`src/rtl/pc_sched_if.sv`:
```
// Request/stall/redirect bundle between the fetch sequencer and its clients.
// The master side raises redirect and stall causes; the slave side is pc_sched.
interface pc_sched_if;
    logic        exc_req;
    logic [31:0] exc_vec;
    logic        br_req;
    logic [31:0] br_target;
    logic        j_req;
    logic        j_reg;
    logic [31:0] j_target;
    logic        hz_stall;
    logic        imem_wait;
    logic        md_start;
    logic        md_use;
    logic        stall;
    logic [2:0]  NPCOP;
    logic [31:0] NPC;
    logic        flush_ifid;
    logic        flush_idex;
    logic        flush_exmem;
    logic        busy_md;

    modport master (
        output exc_req, exc_vec, br_req, br_target, j_req, j_reg, j_target,
               hz_stall, imem_wait, md_start, md_use,
        input  stall, NPCOP, NPC, flush_ifid, flush_idex, flush_exmem, busy_md
    );

    modport slave (
        input  exc_req, exc_vec, br_req, br_target, j_req, j_reg, j_target,
               hz_stall, imem_wait, md_start, md_use,
        output stall, NPCOP, NPC, flush_ifid, flush_idex, flush_exmem, busy_md
    );
endinterface

```
`src/rtl/pc_sched.sv`:
```
// Fetch sequencing controller: prioritises redirects, merges stall causes and
// parks a blocked redirect until the PC can take it.
module pc_sched #(
    parameter int MD_LAT    = 5,
    parameter int EXC_FLUSH = 2
) (
    input  logic       clk,
    input  logic       rst,
    pc_sched_if.slave  bus
);

    localparam logic [2:0] OP_SEQ = 3'b000;
    localparam logic [2:0] OP_BR  = 3'b001;
    localparam logic [2:0] OP_J   = 3'b010;
    localparam logic [2:0] OP_JR  = 3'b011;
    localparam logic [2:0] OP_EXC = 3'b100;

    localparam int MDW = $clog2(MD_LAT + 1);
    localparam int ECW = (EXC_FLUSH > 1) ? $clog2(EXC_FLUSH) : 1;

    typedef enum logic [1:0] {RUN, HOLD, EXCF} state_t;

    state_t          state;
    logic [2:0]      pend_op;
    logic [31:0]     pend_tgt;
    logic [MDW-1:0]  md_cnt;
    logic [ECW-1:0]  exc_cnt;

    logic [2:0]      fresh_op;
    logic [31:0]     fresh_tgt;
    logic [2:0]      sel_op;
    logic [31:0]     sel_tgt;
    logic            md_busy;
    logic            stall_raw;
    logic            blocked;
    logic            issue;

    function automatic logic [1:0] rank(input logic [2:0] op);
        case (op)
            OP_EXC:      rank = 2'd3;
            OP_BR:       rank = 2'd2;
            OP_J, OP_JR: rank = 2'd1;
            default:     rank = 2'd0;
        endcase
    endfunction

    assign md_busy   = (md_cnt != '0);
    assign stall_raw = bus.hz_stall | bus.imem_wait | (md_busy & bus.md_use);

    always_comb begin
        // NOTE: every signal gets a default first so no path leaves it unassigned (no latch).
        fresh_op  = OP_SEQ;
        fresh_tgt = '0;
        if (bus.exc_req) begin
            fresh_op  = OP_EXC;
            fresh_tgt = bus.exc_vec;
        end else if (state != EXCF) begin
            // Branch/jump instructions behind an exception are being flushed.
            if (bus.br_req) begin
                fresh_op  = OP_BR;
                fresh_tgt = bus.br_target;
            end else if (bus.j_req) begin
                fresh_op  = bus.j_reg ? OP_JR : OP_J;
                fresh_tgt = bus.j_target;
            end
        end

        sel_op  = fresh_op;
        sel_tgt = fresh_tgt;
        if (state == HOLD && rank(fresh_op) <= rank(pend_op)) begin
            sel_op  = pend_op;
            sel_tgt = pend_tgt;
        end

        // An exception only waits for instruction memory.
        blocked = (sel_op == OP_EXC) ? bus.imem_wait : stall_raw;
        issue   = (sel_op != OP_SEQ) && !blocked;
    end

    assign bus.stall       = rst & ~issue & stall_raw;
    assign bus.NPCOP       = (rst && issue) ? sel_op  : OP_SEQ;
    assign bus.NPC         = (rst && issue) ? sel_tgt : '0;
    assign bus.flush_ifid  = rst & issue;
    assign bus.flush_idex  = rst & issue & ((sel_op == OP_BR) | (sel_op == OP_EXC));
    assign bus.flush_exmem = rst & ((issue & (sel_op == OP_EXC)) | (state == EXCF));
    assign bus.busy_md     = rst & md_busy;

    always_ff @(posedge clk) begin
        // NOTE: all control state is cleared on reset; a reset edge beats any request.
        if (!rst) begin
            state    <= RUN;
            pend_op  <= OP_SEQ;
            pend_tgt <= '0;
            md_cnt   <= '0;
            exc_cnt  <= '0;
        end else begin
            // NOTE: non-blocking assignments so every register samples pre-edge values.
            if (bus.md_start) begin
                md_cnt <= MDW'(MD_LAT);
            end else if (md_busy) begin
                md_cnt <= md_cnt - MDW'(1);
            end

            if (issue) begin
                pend_op  <= OP_SEQ;
                pend_tgt <= '0;
                if (sel_op == OP_EXC && EXC_FLUSH > 1) begin
                    state   <= EXCF;
                    exc_cnt <= ECW'(EXC_FLUSH - 1);
                end else begin
                    state   <= RUN;
                    exc_cnt <= '0;
                end
            end else if (sel_op != OP_SEQ) begin
                state    <= HOLD;
                pend_op  <= sel_op;
                pend_tgt <= sel_tgt;
                exc_cnt  <= '0;
            end else if (state == EXCF) begin
                exc_cnt <= exc_cnt - ECW'(1);
                if (exc_cnt <= ECW'(1)) begin
                    state <= RUN;
                end
            end else begin
                state <= RUN;
            end
        end
    end

endmodule

```
`src/flat_wrapper.sv`:
```
// flat-port wrapper written by rule: the top's interface ports become plain ports
module pc_sched_flat 
#(
    parameter int MD_LAT    = 5,
    parameter int EXC_FLUSH = 2
)
  (clk, rst, bus_exc_req, bus_exc_vec, bus_br_req, bus_br_target, bus_j_req, bus_j_reg, bus_j_target, bus_hz_stall, bus_imem_wait, bus_md_start, bus_md_use, bus_stall, bus_NPCOP, bus_NPC, bus_flush_ifid, bus_flush_idex, bus_flush_exmem, bus_busy_md);
  pc_sched_if bus_i ();
  input  logic clk;
  input  logic rst;
  input wire logic [$bits(bus_i.exc_req)-1:0] bus_exc_req;
  input wire logic [$bits(bus_i.exc_vec)-1:0] bus_exc_vec;
  input wire logic [$bits(bus_i.br_req)-1:0] bus_br_req;
  input wire logic [$bits(bus_i.br_target)-1:0] bus_br_target;
  input wire logic [$bits(bus_i.j_req)-1:0] bus_j_req;
  input wire logic [$bits(bus_i.j_reg)-1:0] bus_j_reg;
  input wire logic [$bits(bus_i.j_target)-1:0] bus_j_target;
  input wire logic [$bits(bus_i.hz_stall)-1:0] bus_hz_stall;
  input wire logic [$bits(bus_i.imem_wait)-1:0] bus_imem_wait;
  input wire logic [$bits(bus_i.md_start)-1:0] bus_md_start;
  input wire logic [$bits(bus_i.md_use)-1:0] bus_md_use;
  output wire logic [$bits(bus_i.stall)-1:0] bus_stall;
  output wire logic [$bits(bus_i.NPCOP)-1:0] bus_NPCOP;
  output wire logic [$bits(bus_i.NPC)-1:0] bus_NPC;
  output wire logic [$bits(bus_i.flush_ifid)-1:0] bus_flush_ifid;
  output wire logic [$bits(bus_i.flush_idex)-1:0] bus_flush_idex;
  output wire logic [$bits(bus_i.flush_exmem)-1:0] bus_flush_exmem;
  output wire logic [$bits(bus_i.busy_md)-1:0] bus_busy_md;
  assign bus_i.exc_req = bus_exc_req;
  assign bus_i.exc_vec = bus_exc_vec;
  assign bus_i.br_req = bus_br_req;
  assign bus_i.br_target = bus_br_target;
  assign bus_i.j_req = bus_j_req;
  assign bus_i.j_reg = bus_j_reg;
  assign bus_i.j_target = bus_j_target;
  assign bus_i.hz_stall = bus_hz_stall;
  assign bus_i.imem_wait = bus_imem_wait;
  assign bus_i.md_start = bus_md_start;
  assign bus_i.md_use = bus_md_use;
  assign bus_stall = bus_i.stall;
  assign bus_NPCOP = bus_i.NPCOP;
  assign bus_NPC = bus_i.NPC;
  assign bus_flush_ifid = bus_i.flush_ifid;
  assign bus_flush_idex = bus_i.flush_idex;
  assign bus_flush_exmem = bus_i.flush_exmem;
  assign bus_busy_md = bus_i.busy_md;
  pc_sched #(.MD_LAT(MD_LAT), .EXC_FLUSH(EXC_FLUSH)) u_core (.clk(clk), .rst(rst), .bus(bus_i));
endmodule
```
`config.mk`:
```
export PLATFORM = sky130hd
export DESIGN_NAME = pc_sched_flat
export DESIGN_NICKNAME = d
export VERILOG_FILES = /design/src/rtl/pc_sched_if.sv /design/src/rtl/pc_sched.sv /design/src/flat_wrapper.sv
export SDC_FILE = /design/constraint.sdc
export NUM_CORES = 1
export LEC_CHECK = 0
export CAP_MARGIN = 20
export CORE_MARGIN = 2
export CORE_UTILIZATION = 40
export CTS_CLUSTER_SIZE = 40
export DETAILED_ROUTE_END_ITERATION = 8
export GPL_ROUTABILITY_DRIVEN = 0
export PLACE_DENSITY = 0.82
export SYNTH_ARGS = -nofsm -noshare
export SYNTH_HDL_FRONTEND = slang
export SYNTH_SLANG_ARGS = --single-unit
```
`constraint.sdc`:
```
create_clock -name clk -period 3.9 [get_ports clk]
set_input_delay 0.39 -clock clk [delete_from_list [all_inputs] [get_ports clk]]
set_output_delay 0.39 -clock clk [all_outputs]
set_load 0.02 [all_outputs]
```
==> metrics.json <==
{
  "finish": {
    "insertedDiodeCount": 0,
    "multi_input_comb_area_mm2": 0.00179,
    "flow.area_growth_from_synthesis_pct": 64.3,
    "drive_gt1_share_pct": 9.86,
    "seq_area_um2": 801,
    "fillerInstances": 573,
    "design.final.nets": 627
  },
  "pwr": {
    "fin_total_pwr_w": 0.00130,
    "pwr_density_mw_per_mm2": 290,
    "static-leakage-power_nw": 2.03,
    "worst_ir_drop_vdd_mv": 0.132
  },
  "sta": {
    "final-hold-violation-count": 0,
    "drv_slew": 0,
    "finalCriticalPeriod_ps": 3740,
    "finalSetupTns_ps": 0,
    "fin_worst_skew_ps": 4.98,
    "layout_setup_ws_ps": 158,
    "slew_headroom_pct": 75.7,
    "report.final.setup_viol": 0,
    "tightestPinTransition_ps": 365,
    "fmaxAchievable_mhz": 267,
    "timing.final.crit_share_pct": 95.9
  },
  "floorplanning": {
    "fp.dieH_um": 86.6,
    "die_area_mm2": 0.00749,
    "initial_core_util_pct": 40.8,
    "num_io_pins": 146,
    "core_region_area_mm2": 0.00668,
    "floorplan.die.width_um": 86.6,
    "row_count": 30
  },
  "drt": {
    "detail_route.vias_per_cell": 5.47,
    "avgRoutedWirePerCell_um": 14.0,
    "detailedRoute.firstIterationViolations": 146,
    "detail_route.drc_violations": 0,
    "total_number_of_vias": 3268,
    "totalWireLength_um": 8380,
    "drtAntennaViolNets": 0,
    "dr.pass1.iters": 4
  },
  "clocking": {
    "cts.path.max_buffers": 2,
    "tritoncts": "yes",
    "cts_htree_levels": 2,
    "cts.sink_count": 40,
    "clkLatencyLatePin_ps": 290,
    "cts_root_buffer": "sky130_fd_sc_hd__clkbuf_8",
    "clk_pin_slew_ps": 70,
    "tritoncts.num_buffers": 5
  },
  "worst_setup_path": {
    "critPathMaxFanout": 14,
    "r2r_slack_ps": 850,
    "critical_path.reg2reg.startpoint": "u_core.state[0]",
    "critPathArrivalTime_ps": 3350,
    "worstSetupEndpointType": "output pin",
    "required_ps": 3510,
    "critPathCapture": "bus_NPC[1]",
    "worstSetupStartpointType": "register",
    "crit_start": "u_core.state[0]",
    "timing.rr.end": "u_core.pend_tgt[28]",
    "type_of_the_worst_setup_path": "register to output pin",
    "rr_worst_depth": 12
  },
  "logic_synthesis": {
    "netlist_top_cells_area": "sky130_fd_sc_hd__dfxtp_1 29%, sky130_fd_sc_hd__a21oi_1 12%, sky130_fd_sc_hd__a221o_1 12%, sky130_fd_sc_hd__nand2_1 9.6%, sky130_fd_sc_hd__nand2b_1 7.8%",
    "syn_area_per_cell_um2": 7.27,
    "synth_warnings": 0,
    "syn_area_mm2": 0.00273,
    "synth_ff_type": "sky130_fd_sc_hd__dfxtp_1",
    "netlist.top_cell.by_area": "sky130_fd_sc_hd__dfxtp_1",
    "async_reset_ff_share_pct": 0,
    "synth_top_cell_area_share_pct": 29.4,
    "synth_seq_area_share_pct": 29.4,
    "synth_enable_flop_cells": 0,
    "synth_fp_nets": 485,
    "distinct_cell_type_count_after_synthesis": 34,
    "synth-seq-cells": 40,
    "synthCells": 375
  },
  "job": {
    "drv.max_cap_violation_count": 0
  },
  "placement": {
    "placement_setup_slack_ps": 15.0,
    "dp_hpwl_um": 6280,
    "io_buffers": 145
  },
  "global_route": {
    "largest_net_degree_at_the_start_of_global_routing": 39,
    "first_global_vias": 3116,
    "grt-ovfl-total": 0,
    "grt.total_usage_pct": 22.1,
    "first_pass_grt_wire_length_um": 13600,
    "grt_antenna_before_repair": 0
  },
  "min_path": {
    "timing.hold.worst.class": "register to register"
  },
  "status": {
    "outcome": "complete, no violations"
  }
}
## layout make-up
type,instances,share of cell area (%)
multi-input cells,295,39.9
clock inverters,1,0.112
well taps,80,2.23
clock buffers,6,1.62
flip-flops and latches,40,17.9
inverters,7,0.587
repair buffers,168,37.7
## worst min path at each step
stage | start | to | slack [ps] | cells past startpoint
floorplan | u_core.pend_tgt[0] | u_core.pend_tgt[0] | 430 | 2
CTS | u_core.pend_tgt[6] | u_core.pend_tgt[6] | 460 | 2
global placement | u_core.pend_tgt[5] | u_core.pend_tgt[5] | 440 | 2
finish | u_core.pend_tgt[7] | u_core.pend_tgt[7] | 460 | 2
global route | u_core.pend_tgt[4] | u_core.pend_tgt[4] | 470 | 2
detailed placement | u_core.pend_tgt[6] | u_core.pend_tgt[6] | 450 | 2
## power breakdown
part / total (W) / switching (W) / internal [W]
clock: 0.000263 / 0.000141 / 0.000122
combinational: 0.000553 / 0.000285 / 0.000269
sequential: 0.000484 / 0.0000276 / 0.000456
## placed cells by master (no fill, tap or decap), drive strengths merged, types with 6 or more instances in the layout
cell / netlist / final
dlymetal6s2s: 0 / 24
inv: 7 / 7
clkdlybuf4s50: 0 / 120
nor2: 10 / 10
dfxtp: 40 / 40
a21oi: 76 / 76
nand3: 32 / 32
clkbuf: 26 / 6
nand2b: 35 / 35
o21ai: 6 / 6
buf: 7 / 24
a221o: 32 / 32
nand2: 70 / 70
## metal layers
layer / track usage [%] / vias to the layer above / wire length (um)
li1: - / 1625 / -
met1: 26.1 / 1505 / 3550
met2: 39.6 / 127 / 4060
met3: 6.00 / 11 / 675
met4: 5.26 / 0 / 96
met5: 0 / - / 0
## synthesized netlist by cell type (2+ instances only)
master                     count
sky130_fd_sc_hd__a211oi_1      3
sky130_fd_sc_hd__a21oi_1      66
sky130_fd_sc_hd__a21oi_2      10
sky130_fd_sc_hd__a221o_1      32
sky130_fd_sc_hd__and2_1        2
sky130_fd_sc_hd__buf_2         4
sky130_fd_sc_hd__buf_6         3
sky130_fd_sc_hd__clkbuf_1     26
sky130_fd_sc_hd__dfxtp_1      40
sky130_fd_sc_hd__ha_1          4
sky130_fd_sc_hd__inv_1         7
sky130_fd_sc_hd__nand2_1      70
sky130_fd_sc_hd__nand2b_1     34
sky130_fd_sc_hd__nand3_1      32
sky130_fd_sc_hd__nor2_1       10
sky130_fd_sc_hd__nor2b_1       4
sky130_fd_sc_hd__nor3_1        2
sky130_fd_sc_hd__o21ai_0       6
sky130_fd_sc_hd__or3_1         4
sky130_fd_sc_hd__or4_1         2
## critical path, stage by stage, from the launching register on
cell,delay [ps]
sky130_fd_sc_hd__dfxtp_1,360
sky130_fd_sc_hd__nand2b_1,220
sky130_fd_sc_hd__a21oi_1,210
sky130_fd_sc_hd__inv_1,80
sky130_fd_sc_hd__ha_1,330
sky130_fd_sc_hd__nor2b_1,170
sky130_fd_sc_hd__buf_4,150
sky130_fd_sc_hd__o311ai_4,250
sky130_fd_sc_hd__o22ai_2,150
sky130_fd_sc_hd__o31ai_4,320
sky130_fd_sc_hd__buf_6,230
sky130_fd_sc_hd__a21oi_1,50
sky130_fd_sc_hd__clkdlybuf4s50_1,540
## what timing repair did
action | 4_1_cts | 5_1_grt
setup endpoints to repair | 2 | 34
cloned | 0 | 0
buffers inserted | 0 | 5
pin swaps | 0 | 1
gates resized for setup | 1 | 29
hold buffers | 0 | 0
## sequential cells by signal, summed over array words and instances, names as in the netlist
signal	count
u_core.md_cnt	3
u_core.pend_op	3
u_core.pend_tgt	32
u_core.state	2
## metrics by stage
step                instance area, um^2  utilization [%]  instances  hold slack [ps]
floorplan                          2730                -        375              434
global placement                   4290             64.1        585              443
detailed placement                 4290             64.1        585              447
CTS                                4370             65.4        592              457
global route                       4480             67.0        597              475
finish                             4480             67.0        597              456
## logic make-up after synthesis
kind of cell / synth area share (%)
AO/OA/AOI/OAI: 32.3
XOR/XNOR: 0.643
adder cells (fa/ha/maj): 1.84
buffers and inverters: 6.52
flip-flops: 29.4
AND/OR/NAND/NOR: 29.3
Note: power is estimated with default switching activity, not from simulation.
